[config.mk]
export PLATFORM = sky130hd
export DESIGN_NAME = zone_sequence_timer
export DESIGN_NICKNAME = d
export VERILOG_FILES = /design/src/rtl/zone_sequence_timer.sv
export SDC_FILE = /design/constraint.sdc
export NUM_CORES = 1
export LEC_CHECK = 0
export ABC_CLOCK_PERIOD_IN_PS = 7300
export CORE_ASPECT_RATIO = 1.2
export CORE_MARGIN = 3
export CORE_UTILIZATION = 55
export CTS_CLUSTER_DIAMETER = 200
export DETAILED_ROUTE_END_ITERATION = 12
export PLACE_DENSITY = 0.81
export SYNTH_ARGS = -nofsm -noshare
export SYNTH_HDL_FRONTEND = slang
export SYNTH_SLANG_ARGS = --single-unit
[constraint.sdc]
create_clock -name clock -period 7.3 [get_ports clock]
set_clock_uncertainty 0.2 [all_clocks]
set_input_delay 0.73 -clock clock [delete_from_list [all_inputs] [get_ports clock]]
set_output_delay 0.73 -clock clock [all_outputs]
set_load 0.1 [all_outputs]
[src/rtl/zone_sequence_timer.sv]
// Irrigation zone sequencer: runs each enabled zone for its BCD preset minutes,
// separated by a valve-off gap, with abort and sticky error handling.
module zone_sequence_timer #(
  parameter int  NUM_ZONES   = 4,
  parameter int  GAP_SECONDS = 2,
  localparam int ZW          = (NUM_ZONES > 1) ? $clog2(NUM_ZONES) : 1
) (
  input  logic                   clock,
  input  logic                   reset,
  input  logic                   sec_tick,
  input  logic                   start,
  input  logic                   stop,
  input  logic                   irrigation_on,
  input  logic                   conflicting_values,
  input  logic [NUM_ZONES-1:0]   zone_enable,
  input  logic [8*NUM_ZONES-1:0] preset_minutes,
  output logic [NUM_ZONES-1:0]   zone_valve,
  output logic [ZW-1:0]          zone_index,
  output logic [2:0]             minutes_d,
  output logic [3:0]             minutes_u,
  output logic [2:0]             seconds_d,
  output logic [3:0]             seconds_u,
  output logic                   busy,
  output logic                   seq_done,
  output logic                   error
);

  // Padded to a power of two so the zone index can address the latched copies.
  localparam int            NZP     = 1 << ZW;
  localparam int            IW      = ZW + 1;
  localparam logic [IW-1:0] END_IDX = IW'(NUM_ZONES);
  localparam logic [3:0]    GAP_M1  = 4'(GAP_SECONDS - 1);
  localparam bit            GAP_EN  = (GAP_SECONDS > 0);

  typedef enum logic [2:0] {
    S_IDLE   = 3'd0,
    S_SELECT = 3'd1,
    S_RUN    = 3'd2,
    S_GAP    = 3'd3,
    S_DONE   = 3'd4
  } state_t;

  state_t             r_state, w_state_nxt;
  logic [IW-1:0]      r_idx, w_idx_nxt;
  logic [13:0]        r_time, w_time_nxt;
  logic [3:0]         r_gap, w_gap_nxt;
  logic               r_err, w_err_nxt;
  logic [NZP-1:0]     r_en, w_en_nxt;
  logic [8*NZP-1:0]   r_pre, w_pre_nxt;

  logic               w_abort;
  logic               w_start_ok;
  logic [ZW-1:0]      w_cur;
  logic [7:0]         w_byte;
  logic [3:0]         w_tens;
  logic [3:0]         w_units;
  logic               w_bcd_ok;
  logic               w_nonzero;
  logic               w_last;
  logic [NZP-1:0]     w_onehot;

  // Time is packed {min_d[2:0], min_u[3:0], sec_d[2:0], sec_u[3:0]}; caller guarantees nonzero.
  function automatic logic [13:0] bcd_dec(input logic [13:0] t);
    logic [2:0] md;
    logic [3:0] mu;
    logic [2:0] sd;
    logic [3:0] su;
    {md, mu, sd, su} = t;
    if (su != 4'd0) begin
      su = su - 4'd1;
    end else begin
      su = 4'd9;
      if (sd != 3'd0) begin
        sd = sd - 3'd1;
      end else begin
        sd = 3'd5;
        if (mu != 4'd0) begin
          mu = mu - 4'd1;
        end else begin
          mu = 4'd9;
          md = md - 3'd1;
        end
      end
    end
    return {md, mu, sd, su};
  endfunction

  assign w_abort    = stop | ~irrigation_on | conflicting_values;
  assign w_start_ok = start & ~w_abort;
  assign w_cur      = r_idx[ZW-1:0];
  assign w_byte     = r_pre[{w_cur, 3'b000} +: 8];
  assign w_tens     = w_byte[7:4];
  assign w_units    = w_byte[3:0];
  assign w_bcd_ok   = (w_tens <= 4'd5) && (w_units <= 4'd9);
  assign w_nonzero  = (w_byte != 8'h00);
  assign w_last     = (r_idx >= END_IDX);
  assign w_onehot   = {{(NZP-1){1'b0}}, 1'b1} << w_cur;

  // Next-state and datapath; abort outranks every other transition.
  always_comb begin
    w_state_nxt = r_state;
    w_idx_nxt   = r_idx;
    w_time_nxt  = r_time;
    w_gap_nxt   = r_gap;
    w_err_nxt   = r_err;
    w_en_nxt    = r_en;
    w_pre_nxt   = r_pre;
    if ((r_state != S_IDLE) && w_abort) begin
      w_state_nxt = S_IDLE;
      w_idx_nxt   = '0;
      w_time_nxt  = 14'd0;
      w_gap_nxt   = 4'd0;
      w_err_nxt   = r_err | conflicting_values;
    end else begin
      case (r_state)
        S_IDLE: begin
          if (w_start_ok) begin
            w_state_nxt                       = S_SELECT;
            w_en_nxt                          = '0;
            w_en_nxt[NUM_ZONES-1:0]           = zone_enable;
            w_pre_nxt                         = '0;
            w_pre_nxt[8*NUM_ZONES-1:0]        = preset_minutes;
            w_err_nxt                         = 1'b0;
            w_idx_nxt                         = '0;
            w_time_nxt                        = 14'd0;
            w_gap_nxt                         = 4'd0;
          end else begin
            w_state_nxt = S_IDLE;
          end
        end
        S_SELECT: begin
          if (w_last) begin
            w_state_nxt = S_DONE;
          end else if (r_en[w_cur] && w_bcd_ok && w_nonzero) begin
            w_state_nxt = S_RUN;
            w_time_nxt  = {w_tens[2:0], w_units, 7'd0};
          end else if (r_en[w_cur] && !w_bcd_ok) begin
            w_err_nxt = 1'b1;
            w_idx_nxt = r_idx + IW'(1);
          end else begin
            w_idx_nxt = r_idx + IW'(1);
          end
        end
        S_RUN: begin
          // 00:00 is held for one cycle so the zero is visible before leaving.
          if (r_time == 14'd0) begin
            if (GAP_EN) begin
              w_state_nxt = S_GAP;
              w_gap_nxt   = 4'd0;
            end else begin
              w_state_nxt = S_SELECT;
              w_idx_nxt   = r_idx + IW'(1);
            end
          end else if (sec_tick) begin
            w_time_nxt = bcd_dec(r_time);
          end else begin
            w_time_nxt = r_time;
          end
        end
        S_GAP: begin
          w_time_nxt = 14'd0;
          if (sec_tick) begin
            if (r_gap == GAP_M1) begin
              w_state_nxt = S_SELECT;
              w_idx_nxt   = r_idx + IW'(1);
              w_gap_nxt   = 4'd0;
            end else begin
              w_gap_nxt = r_gap + 4'd1;
            end
          end else begin
            w_gap_nxt = r_gap;
          end
        end
        S_DONE: begin
          w_state_nxt = S_IDLE;
          w_time_nxt  = 14'd0;
        end
        default: begin
          w_state_nxt = S_IDLE;
          w_idx_nxt   = '0;
          w_time_nxt  = 14'd0;
          w_gap_nxt   = 4'd0;
        end
      endcase
    end
  end

  // State and datapath registers.
  always_ff @(posedge clock or posedge reset) begin
    if (reset) begin
      r_state <= S_IDLE;
      r_idx   <= '0;
      r_time  <= 14'd0;
      r_gap   <= 4'd0;
      r_err   <= 1'b0;
      r_en    <= '0;
      r_pre   <= '0;
    end else begin
      r_state <= w_state_nxt;
      r_idx   <= w_idx_nxt;
      r_time  <= w_time_nxt;
      r_gap   <= w_gap_nxt;
      r_err   <= w_err_nxt;
      r_en    <= w_en_nxt;
      r_pre   <= w_pre_nxt;
    end
  end

  assign zone_valve = (r_state == S_RUN) ? w_onehot[NUM_ZONES-1:0] : '0;
  assign zone_index = r_idx[ZW-1:0];
  assign minutes_d  = r_time[13:11];
  assign minutes_u  = r_time[10:7];
  assign seconds_d  = r_time[6:4];
  assign seconds_u  = r_time[3:0];
  assign busy       = (r_state != S_IDLE);
  assign seq_done   = (r_state == S_DONE);
  assign error      = r_err;

endmodule
==> run_results.csv, run 1 <==
group,metric,value,unit
outcome,status,"finished, final reports clean",
clock_network,cts_setup_buffers,0,
routing,wirelength,7420,um
die,floorplan.rows,30,
clock_network,cts_sinks,61,
final_layout,fin_cells,457,
clock_network,cts_buffer_depth,2,
die,die-height,92.6,um
placement,routabilityCongestion,0.852,
clock_network,cts_tree,"done",
clock_network,cts.clk_slew.worst_paths,0.07,ns
die,die-area,0.00724,mm^2
sta,max-slew-margin-rel,18.8,%
routing,drt_first_pass_iters,5,
min_path,hold_class,"reg2reg",
placement,dp.cells,441,
yosys,synth_edf_count,0,
final_layout,n_fill_cell,435,
final_layout,n_antenna_cell,0,
final_layout,final_common_cell,"clkdlybuf4s50_1",
global_routing,antenna_found_initial,0,
yosys,synth.distinct_cells,57,
power,power.total,1.58,mW
sta,rsz0062_at_grt,"false",
yosys,synth-seq-cells,61,
final_layout,layout.nets,427,
final_layout,drive_gt1_share,19.4,%
clock_network,root_buffer,"clkbuf_8",
sta,finalCriticalPeriod,3.74,ns
clock_network,hold_buffers,0,
routing,vias,2654,
sta,hold_violations,0,
power,power_density,364,mW/mm^2
clock_network,numCtsBuffers,9,
sta,setup_viol,0,
worst_setup_path,critical_path_class,"reg2out",
worst_setup_path,start_kind,"flip-flop",
placement,hpwl,5430,um
routing,wl_per_cell,16.2,um
run,maxCapViolations,0,
yosys,syn_inst,306,
power,power_leakage,1.86,nW
yosys,ys.warnings.count,0,
clock_network,insertion_delay,0.34,ns
die,start_util,58.7,%
worst_setup_path,worstPathMaxFanout,15,
worst_setup_path,crit_arrival,2.81,ns
clock_network,htree_levels,3,
power,vdd_drop_max,0.192,mV
sta,setup_tns,0,ns
yosys,ys_seq_area_share,44.4,%
yosys,syn_nets,361,
routing,ant_nets,0,
yosys,synth_top_flop_cell,"dfrtp_1",
sta,tightest_slew,1.19,ns
final_layout,layout_common_cells,"clkdlybuf4s50_1 (65), dfrtp_1 (61), mux2_2 (36)",
final_layout,area_delta_synth_final,26.3,%
sta,max_freq,267,MHz
placement,port_buffers,65,
worst_setup_path,required,6.37,ns
global_routing,grt_pass1_vias,2679,
global_routing,gr-total-overflow,0,
die,dieWidth,78.2,um
global_routing,grt.total_usage,22.1,%
yosys,synthArstFlopShare,100,%
yosys,synthesis.area_per_instance,11.2,um^2
global_routing,grt_pass1_wl,12600,um
die,core_area,0.00586,mm^2
yosys,syn_area,0.00344,mm^2
worst_setup_path,end_kind,"output pin",
clock_network,cts_resized,0,
die,top_level_ports,66,
sta,fin_crit_sh,51.2,%
sta,finalMaxSlewViolations,0,
routing,avgViaCountPerCell,5.81,
global_routing,grt_max_degree,62,
routing,drt_iter0_markers,186,
routing,drc_errors,0,
-- routing by layer --
| layer | wire length (um) | global-route usage (%) | up-vias |
|---|---|---|---|
| met5 | 0 | 0 | - |
| met4 | 93 | 8.89 | 0 |
| met3 | 374 | 5.06 | 9 |
| met2 | 3830 | 37.6 | 78 |
| met1 | 3130 | 27.1 | 1306 |
| li1 | - | - | 1261 |
-- cell type report --
class | instances | area, um^2 | share of cell area, %
Inverter | 19 | 71.3 | 1.64
Sequential cell | 61 | 1530 | 35.1
Clock buffer | 9 | 124 | 2.85
Timing Repair Buffer | 68 | 673 | 15.5
Clock inverter | 7 | 75.1 | 1.73
Tap cell | 80 | 100 | 2.30
Multi-Input combinational cell | 213 | 1770 | 40.8
-- registers in the layout, indices dropped and copies added, names as in the netlist --
| name | count |
|---|---|
| r_state | 3 |
| r_en | 4 |
| r_idx | 3 |
| r_pre | 32 |
| error | 1 |
| r_gap | 4 |
| r_time | 14 |
-- final timing paths --
| check | to | slack (ns) | cells after the start | start |
|---|---|---|---|---|
| worst max-delay path | zone_valve[3] | 3.56 | 3 | r_state[1]$_DFFE_PP0P_ |
| worst min-delay path | r_pre[3]$_DFFE_PP0P_ | 0.30 | 1 | r_pre[3]$_DFFE_PP0P_ |
| worst max register to register | r_time[0]$_DFFE_PP0P_ | 3.96 | 6 | r_idx[0]$_DFFE_PP0P_ |
| worst min register to register | r_pre[3]$_DFFE_PP0P_ | 0.30 | 1 | r_pre[3]$_DFFE_PP0P_ |
| max in group asynchronous | r_pre[9]$_DFFE_PP0P_ | 5.67 | 3 | reset |
| min in group asynchronous | r_time[11]$_DFFE_PP0P_ | 0.72 | 3 | reset |
-- critical path, stage by stage, from the launching register on --
cell and delay [ns]:
dfrtp_1 0.65, nor3b_1 0.49, and2_1 0.20, clkdlybuf4s50_1 1.13
-- stage by stage --
stage          hold WS (ns)  util, %  cell area (um^2)  worst slack (ns)
2_1_floorplan         0.270        -              3440              4.32
3_3_place_gp          0.280     70.8              4150              3.56
3_5_place_dp          0.287     70.8              4150              3.46
4_1_cts               0.303     74.2              4340              3.56
5_1_grt               0.319     74.2              4340              3.33
6_report              0.301     74.2              4340              3.56
-- synth_stat cells, types with 3 or more instances --
cell | instances | area, um^2
dfrtp_1 | 61 | 1530
mux4_1 | 4 | 105
ha_1 | 12 | 150
mux4_2 | 5 | 113
a21o_1 | 3 | 22.5
mux2i_1 | 6 | 60.1
a21oi_1 | 17 | 85.1
nand2b_1 | 3 | 18.8
o31ai_1 | 4 | 30.0
o22ai_1 | 3 | 18.8
nor3_1 | 8 | 40.0
clkbuf_1 | 9 | 33.8
inv_1 | 19 | 71.3
nand2_1 | 18 | 67.6
nand3_1 | 6 | 30.0
o21ai_0 | 7 | 35.0
nor3b_1 | 4 | 30.0
mux2_2 | 36 | 405
and2_1 | 8 | 50.1
a31oi_1 | 3 | 18.8
nor2_1 | 21 | 78.8
-- power breakdown --
group          internal, mW  switching [mW]
clock network         0.159           0.140
registers             0.460          0.0894
logic                 0.301           0.431
total                 0.921           0.661
-- cells by family after synthesis --
kind of cell / after synthesis / synth area share, %
fa+ha+maj: 12 / 4.37
xor+xnor: 2 / 0.510
mux: 55 / 21.4
compound gates: 62 / 12.7
simple gates: 82 / 12.5
buf+inv: 32 / 4.15
flops: 61 / 44.4
No activity file was read; power rests on OpenSTA's default activity.
==> run 2, diff against run 1 <==
==> config.mk (replaced) <==
export PLATFORM = sky130hd
export DESIGN_NAME = zone_sequence_timer
export DESIGN_NICKNAME = d
export VERILOG_FILES = /design/src/rtl/zone_sequence_timer.sv
export SDC_FILE = /design/constraint.sdc
export NUM_CORES = 1
export LEC_CHECK = 0
export ABC_CLOCK_PERIOD_IN_PS = 3200
export CORE_ASPECT_RATIO = 1.2
export CORE_MARGIN = 3
export CORE_UTILIZATION = 47
export CTS_CLUSTER_DIAMETER = 200
export DETAILED_ROUTE_END_ITERATION = 12
export PLACE_DENSITY = 0.73
export SYNTH_ARGS = -nofsm -noshare
export SYNTH_HDL_FRONTEND = slang
export SYNTH_SLANG_ARGS = --single-unit
==> constraint.sdc (replaced) <==
create_clock -name clock -period 3.2 [get_ports clock]
set_clock_uncertainty 0.2 [all_clocks]
set_input_delay 0.32 -clock clock [delete_from_list [all_inputs] [get_ports clock]]
set_output_delay 0.32 -clock clock [all_outputs]
set_load 0.1 [all_outputs]
==> run 2 against run 1 <==
Utilization down 12 points. Worst setup slack worse by 3.3 ns. Final area up 0.26%. Sequential power up 130%. Critical endpoint is now r_time[0]$_DFFE_PP0P_. Largest power group unchanged.
==> run_results.csv, run 2 (same netlist as run 1, synthesis figures left out) <==
group,metric,value,unit
routing,vias,2706,
sta,rsz0062_at_grt,"false",
worst_setup_path,critical_path.top_delay_family,"multiplexers",
global_routing,antenna_found_initial,0,
worst_setup_path,critical_path_class,"reg2reg",
routing,wirelength,7850,um
final_layout,final_common_cell,"dfrtp_1",
worst_setup_path,path_buf_inv,0,
die,die-area,0.00838,mm^2
global_routing,grt_max_degree,37,
die,dieWidth,84.1,um
min_path,hold_class,"in2async",
die,floorplan.rows,33,
clock_network,cts_tree,"done",
worst_setup_path,end_kind,"flip-flop",
clock_network,cts_buffer_depth,2,
final_layout,top_register,"r_pre",
placement,port_buffers,65,
final_layout,area_delta_synth_final,26.7,%
final_layout,n_antenna_cell,0,
placement,dp.cells,457,
sta,fin_crit_sh,92.0,%
sta,fin_hold_ws,0.181,ns
power,power_density,838,mW/mm^2
routing,avgViaCountPerCell,5.73,
clock_network,root_buffer,"clkbuf_8",
clock_network,cts_sinks,61,
final_layout,largest_register_ffs,32,
power,vdd_drop_max,0.405,mV
worst_setup_path,path_cells,"mux4_1, or4_1, o21ai_4, o21ai_2, nand2b_1, mux2_1",
die,top_level_ports,66,
sta,setup_tns,0,ns
worst_setup_path,required,3.23,ns
routing,drt_first_pass_iters,4,
clock_network,numCtsBuffers,9,
routing,drt_iter0_markers,237,
clock_network,hold_buffers,0,
final_layout,fin_cells,472,
worst_setup_path,cpMaxStageDelayCell,"mux4_1",
routing,drc_errors,0,
sta,tightest_slew,0.655,ns
global_routing,grt_pass1_vias,2755,
clock_network,insertion_delay,0.35,ns
die,die-height,99.7,um
sta,finalMaxSlewViolations,0,
placement,routabilityCongestion,0.865,
power,power_leakage,1.94,nW
sta,setup_viol,0,
die,start_util,49.3,%
worst_setup_path,start_kind,"flip-flop",
outcome,status,"finished, final reports clean",
global_routing,grt_pass1_wl,12900,um
power,power.total,3.65,mW
worst_setup_path,crit_arrival,2.98,ns
final_layout,layout.nets,436,
sta,hold_violations,0,
run,maxCapViolations,0,
routing,wl_per_cell,16.6,um
final_layout,reg_top3,"r_pre x32, r_time x14",
global_routing,grt.total_usage,19.2,%
clock_network,htree_levels,3,
sta,max-slew-margin-rel,56.3,%
final_layout,drive_gt1_share,27.0,%
sta,finalCriticalPeriod,2.95,ns
worst_setup_path,max_stage_delay,0.64,ns
global_routing,gr-total-overflow,0,
routing,ant_nets,0,
die,core_area,0.00698,mm^2
clock_network,cts.clk_slew.worst_paths,0.07,ns
sta,max_freq,340,MHz
placement,hpwl,5860,um
final_layout,fin_util,62.4,%
final_layout,layout_common_cells,"dfrtp_1 (60), clkdlybuf4s50_1 (42), mux2_2 (36)",
worst_setup_path,worstPathMaxFanout,9,
[run 2: cell count changes in the layout (fill, tap and decap cells not counted)]
cell	previous run	this run
buf_4	3	35
inv_6	1	0
dfrtp_1	61	60
dfrtp_2	0	1
clkinv_4	3	1
clkbuf_8	9	10
clkbuf_1	0	1
clkdlybuf4s50_1	65	42
[run 2: final timing paths]
kind,cells past startpoint,slack [ns],to,start
worst min register to register,1,0.30,r_en[2]$_DFFE_PP0P_,r_en[2]$_DFFE_PP0P_
worst min-delay path,2,0.18,r_pre[0]$_DFFE_PP0P_,reset
worst max register to register,6,0.25,r_time[0]$_DFFE_PP0P_,r_idx[0]$_DFFE_PP0P_
max in group asynchronous,3,1.93,r_pre[13]$_DFFE_PP0P_,reset
worst max-delay path,6,0.25,r_time[0]$_DFFE_PP0P_,r_idx[0]$_DFFE_PP0P_
min in group clock,1,0.30,r_en[2]$_DFFE_PP0P_,r_en[2]$_DFFE_PP0P_
[run 2: per-layer routing]
| layer | track usage (%) | up-vias | share of wire (%) |
|---|---|---|---|
| met2 | 32.3 | 95 | 52 |
| met3 | 4.81 | 22 | 5.5 |
| li1 | - | 1275 | - |
| met1 | 23.9 | 1314 | 41 |
| met5 | 0 | - | 0 |
| met4 | 7.05 | 0 | 1.9 |
[run 2: stage by stage]
| step | setup WS, ns | cell area, um^2 |
|---|---|---|
| global route | 0.154 | 4360 |
| finish | 0.255 | 4360 |
| CTS | 0.114 | 4350 |
| floorplan | 0.215 | 3440 |
| detailed placement | 0.133 | 4160 |
| global placement | 0.196 | 4160 |
[run 2: area by class of cell]
| type | instances | area (um^2) |
|---|---|---|
| fillers | 581 | 2620 |
| well taps | 87 | 109 |
| multi-input cells | 213 | 1770 |
| flip-flops and latches | 61 | 1530 |
| clock inverters | 4 | 48.8 |
| repair buffers | 77 | 683 |
| clock buffers | 11 | 141 |
| inverters | 19 | 71.3 |
[run 2: where the power goes]
part	switching [mW]	leakage, nW	internal [mW]	total (mW)
combinational	1.02	1.07	0.698	1.72
clock	0.303	0.0992	0.375	0.678
sequential	0.203	0.771	1.05	1.26
total	1.53	1.94	2.13	3.65
[run 2: timing repair]
action	in CTS	in global routing
endpoints found under the setup margin	0	2
gates resized for setup	0	1
setup buffers	0	0
==> run 3, diff against run 2 <==
--- a/config.mk
+++ b/config.mk
@@ -5,12 +5,14 @@
 export SDC_FILE = /design/constraint.sdc
 export NUM_CORES = 1
 export LEC_CHECK = 0
-export ABC_CLOCK_PERIOD_IN_PS = 3200
+export ABC_CLOCK_PERIOD_IN_PS = 2700
 export CORE_ASPECT_RATIO = 1.2
 export CORE_MARGIN = 3
 export CORE_UTILIZATION = 47
 export CTS_CLUSTER_DIAMETER = 200
 export DETAILED_ROUTE_END_ITERATION = 12
+export GPL_ROUTABILITY_DRIVEN = 1
+export GPL_TIMING_DRIVEN = 1
 export PLACE_DENSITY = 0.73
 export SYNTH_ARGS = -nofsm -noshare
 export SYNTH_HDL_FRONTEND = slang
==> constraint.sdc (replaced) <==
create_clock -name clock -period 2.7 [get_ports clock]
set_clock_uncertainty 0.2 [all_clocks]
set_input_delay 0.27 -clock clock [delete_from_list [all_inputs] [get_ports clock]]
set_output_delay 0.27 -clock clock [all_outputs]
set_load 0.1 [all_outputs]
==> run 3 against run 2 <==
Clock power rose by 35%. Total power increased by 28%. Flip-flop and latch count unchanged. Sequential power is 19% higher. Final area increased by 7.3%. Cell count rose by 5.7%. Highest routed layer unchanged. Worst setup slack worse by 0.32 ns. Critical path depth grew 1. The flow now finishes with violations (setup timing).
==> run_results.csv, run 3 (same netlist as run 1, synthesis figures left out) <==
group,metric,value,unit
global_routing,grt.total_usage,20.4,%
worst_setup_path,max_stage_delay,0.56,ns
die,floorplan.rows,33,
sta,fin_ws,-0.0602,ns
routing,ant_nets,0,
clock_network,cts_sinks,61,
placement,port_buffers,65,
global_routing,grt_max_degree,37,
worst_setup_path,path_buf_inv,1,
sta,fin_hold_ws,0.301,ns
worst_setup_path,crit_arrival,2.79,ns
placement,hpwl,6150,um
worst_setup_path,cpMaxStageDelayCell,"or4_4",
power,power_leakage,2.09,nW
clock_network,cts.clk_slew.worst_paths,0.07,ns
run,maxCapViolations,0,
min_path,hold_depth,1,
sta,setup_viol,5,
final_layout,layout_common_cells,"dfrtp_1 (58), buf_4 (53), clkdlybuf4s50_1 (42)",
power,power.total,4.67,mW
final_layout,layout.nets,462,
worst_setup_path,critical_path.top_delay_family,"multiplexers",
routing,drt_first_pass_iters,5,
final_layout,drive_gt1_share,34.2,%
final_layout,area_delta_synth_final,35.9,%
clock_network,insertion_delay,0.35,ns
sta,hold_violations,0,
final_layout,reg_top3,"r_pre x32, r_time x14",
routing,wl_per_cell,16.2,um
worst_setup_path,start_kind,"flip-flop",
final_layout,final_common_cell,"dfrtp_1",
routing,drc_errors,0,
worst_setup_path,cp.depth,7,
sta,max_freq,362,MHz
die,die-height,99.7,um
global_routing,antenna_found_initial,0,
min_path,hold_class,"reg2reg",
routing,vias,2773,
routing,avgViaCountPerCell,5.56,
clock_network,cts_tree,"done",
worst_setup_path,worstPathMaxFanout,5,
routing,wirelength,8080,um
die,top_level_ports,66,
die,dieWidth,84.1,um
sta,rsz0062_at_grt,"true",
final_layout,top_register,"r_pre",
placement,routabilityCongestion,0.875,
clock_network,htree_levels,3,
power,power_density,1000,mW/mm^2
worst_setup_path,end_kind,"flip-flop",
global_routing,grt_pass1_wl,13700,um
die,start_util,49.3,%
die,die-area,0.00838,mm^2
worst_setup_path,r2r_slack,-0.06,ns
clock_network,cts_buffer_depth,2,
outcome,violations,"setup timing",
sta,tightest_slew,0.493,ns
worst_setup_path,path_cells,"buf_6, mux4_2, or4_4, o21ai_4, o21a_4, or3_4, mux2_4",
outcome,status,"finished with violations",
clock_network,numCtsBuffers,9,
sta,fin_crit_sh,102,%
sta,finalCriticalPeriod,2.76,ns
global_routing,gr-total-overflow,0,
power,vdd_drop_max,0.533,mV
final_layout,largest_register_ffs,32,
sta,finalMaxSlewViolations,0,
worst_setup_path,r2r_cells,7,
worst_setup_path,required,2.73,ns
final_layout,n_antenna_cell,0,
clock_network,root_buffer,"clkbuf_8",
routing,drt_iter0_markers,127,
worst_setup_path,critical_path_class,"reg2reg",
sta,max-slew-margin-rel,66.9,%
die,core_area,0.00698,mm^2
global_routing,grt_pass1_vias,2972,
-- run 3: changes by cell type in the layout (fill, tap and decap cells not counted), moves of 2 or more --
| cell | delta |
|---|---|
| buf_4 | +18 |
| buf_6 | +3 |
| dfrtp_1 | -2 |
| buf_12 | +4 |
| dfrtp_2 | +2 |
| clkinvlp_4 | +2 |
-- run 3: timing repair --
| item | in CTS | in global routing |
|---|---|---|
| hold buffers | 1 | 0 |
| endpoints found under the hold margin | 6 | 0 |
| buffers inserted | 1 | 2 |
| pin swaps | 1 | 4 |
| resized for setup | 3 | 7 |
| endpoints found under the setup margin | 16 | 15 |
-- run 3: final cells by class --
type / instances / area (um^2)
fillers: 562 / 2300
well taps: 87 / 109
clock buffers: 9 / 124
repair buffers: 103 / 942
clock inverters: 7 / 97.6
inverters: 19 / 71.3
flip-flops and latches: 61 / 1530
multi-input cells: 213 / 1800
-- run 3: report_power, final --
| group | leakage, nW | internal [mW] | switching [mW] | total (mW) |
|---|---|---|---|---|
| clock network | 0.106 | 0.522 | 0.391 | 0.913 |
| logic | 1.21 | 1.01 | 1.24 | 2.25 |
| registers | 0.768 | 1.25 | 0.257 | 1.50 |
| total | 2.09 | 2.78 | 1.89 | 4.67 |
-- run 3: worst paths after layout --
path                                      start               endpoint
hold reg to reg             r_en[3]$_DFFE_PP0P_    r_en[3]$_DFFE_PP0P_
max in group asynchronous                 reset   r_pre[9]$_DFFE_PP0P_
setup / recovery           r_idx[0]$_DFFE_PP0P_  r_time[8]$_DFFE_PP0P_
setup reg to reg           r_idx[0]$_DFFE_PP0P_  r_time[8]$_DFFE_PP0P_
hold / removal              r_en[3]$_DFFE_PP0P_    r_en[3]$_DFFE_PP0P_
min in group asynchronous                 reset  r_time[4]$_DFFE_PP0P_
-- run 3: through the flow --
stage / cells / TNS [ns] / setup slack [ns] / instance area, um^2 / utilization, %
6_report: 499 / -0.175 / -0.0602 / 4670 / 67.0
3_5_place_dp: 479 / -1.13 / -0.149 / 4380 / 62.8
2_1_floorplan: 306 / -0.417 / -0.139 / 3440 / -
3_3_place_gp: 479 / -0.322 / -0.0919 / 4380 / 62.8
4_1_cts: 497 / -0.260 / -0.0697 / 4630 / 66.3
5_1_grt: 499 / -1.07 / -0.136 / 4670 / 67.0
-- run 3: metal layers --
layer / vias up / part of all wire [%] / global-route usage (%) / wire [um]
met4: 0 / 2.3 / 7.67 / 183
met5: - / 0 / 0 / 0
met1: 1358 / 42 / 24.4 / 3420
li1: 1329 / - / - / -
met2: 68 / 52 / 35.8 / 4180
met3: 18 / 3.6 / 4.56 / 291
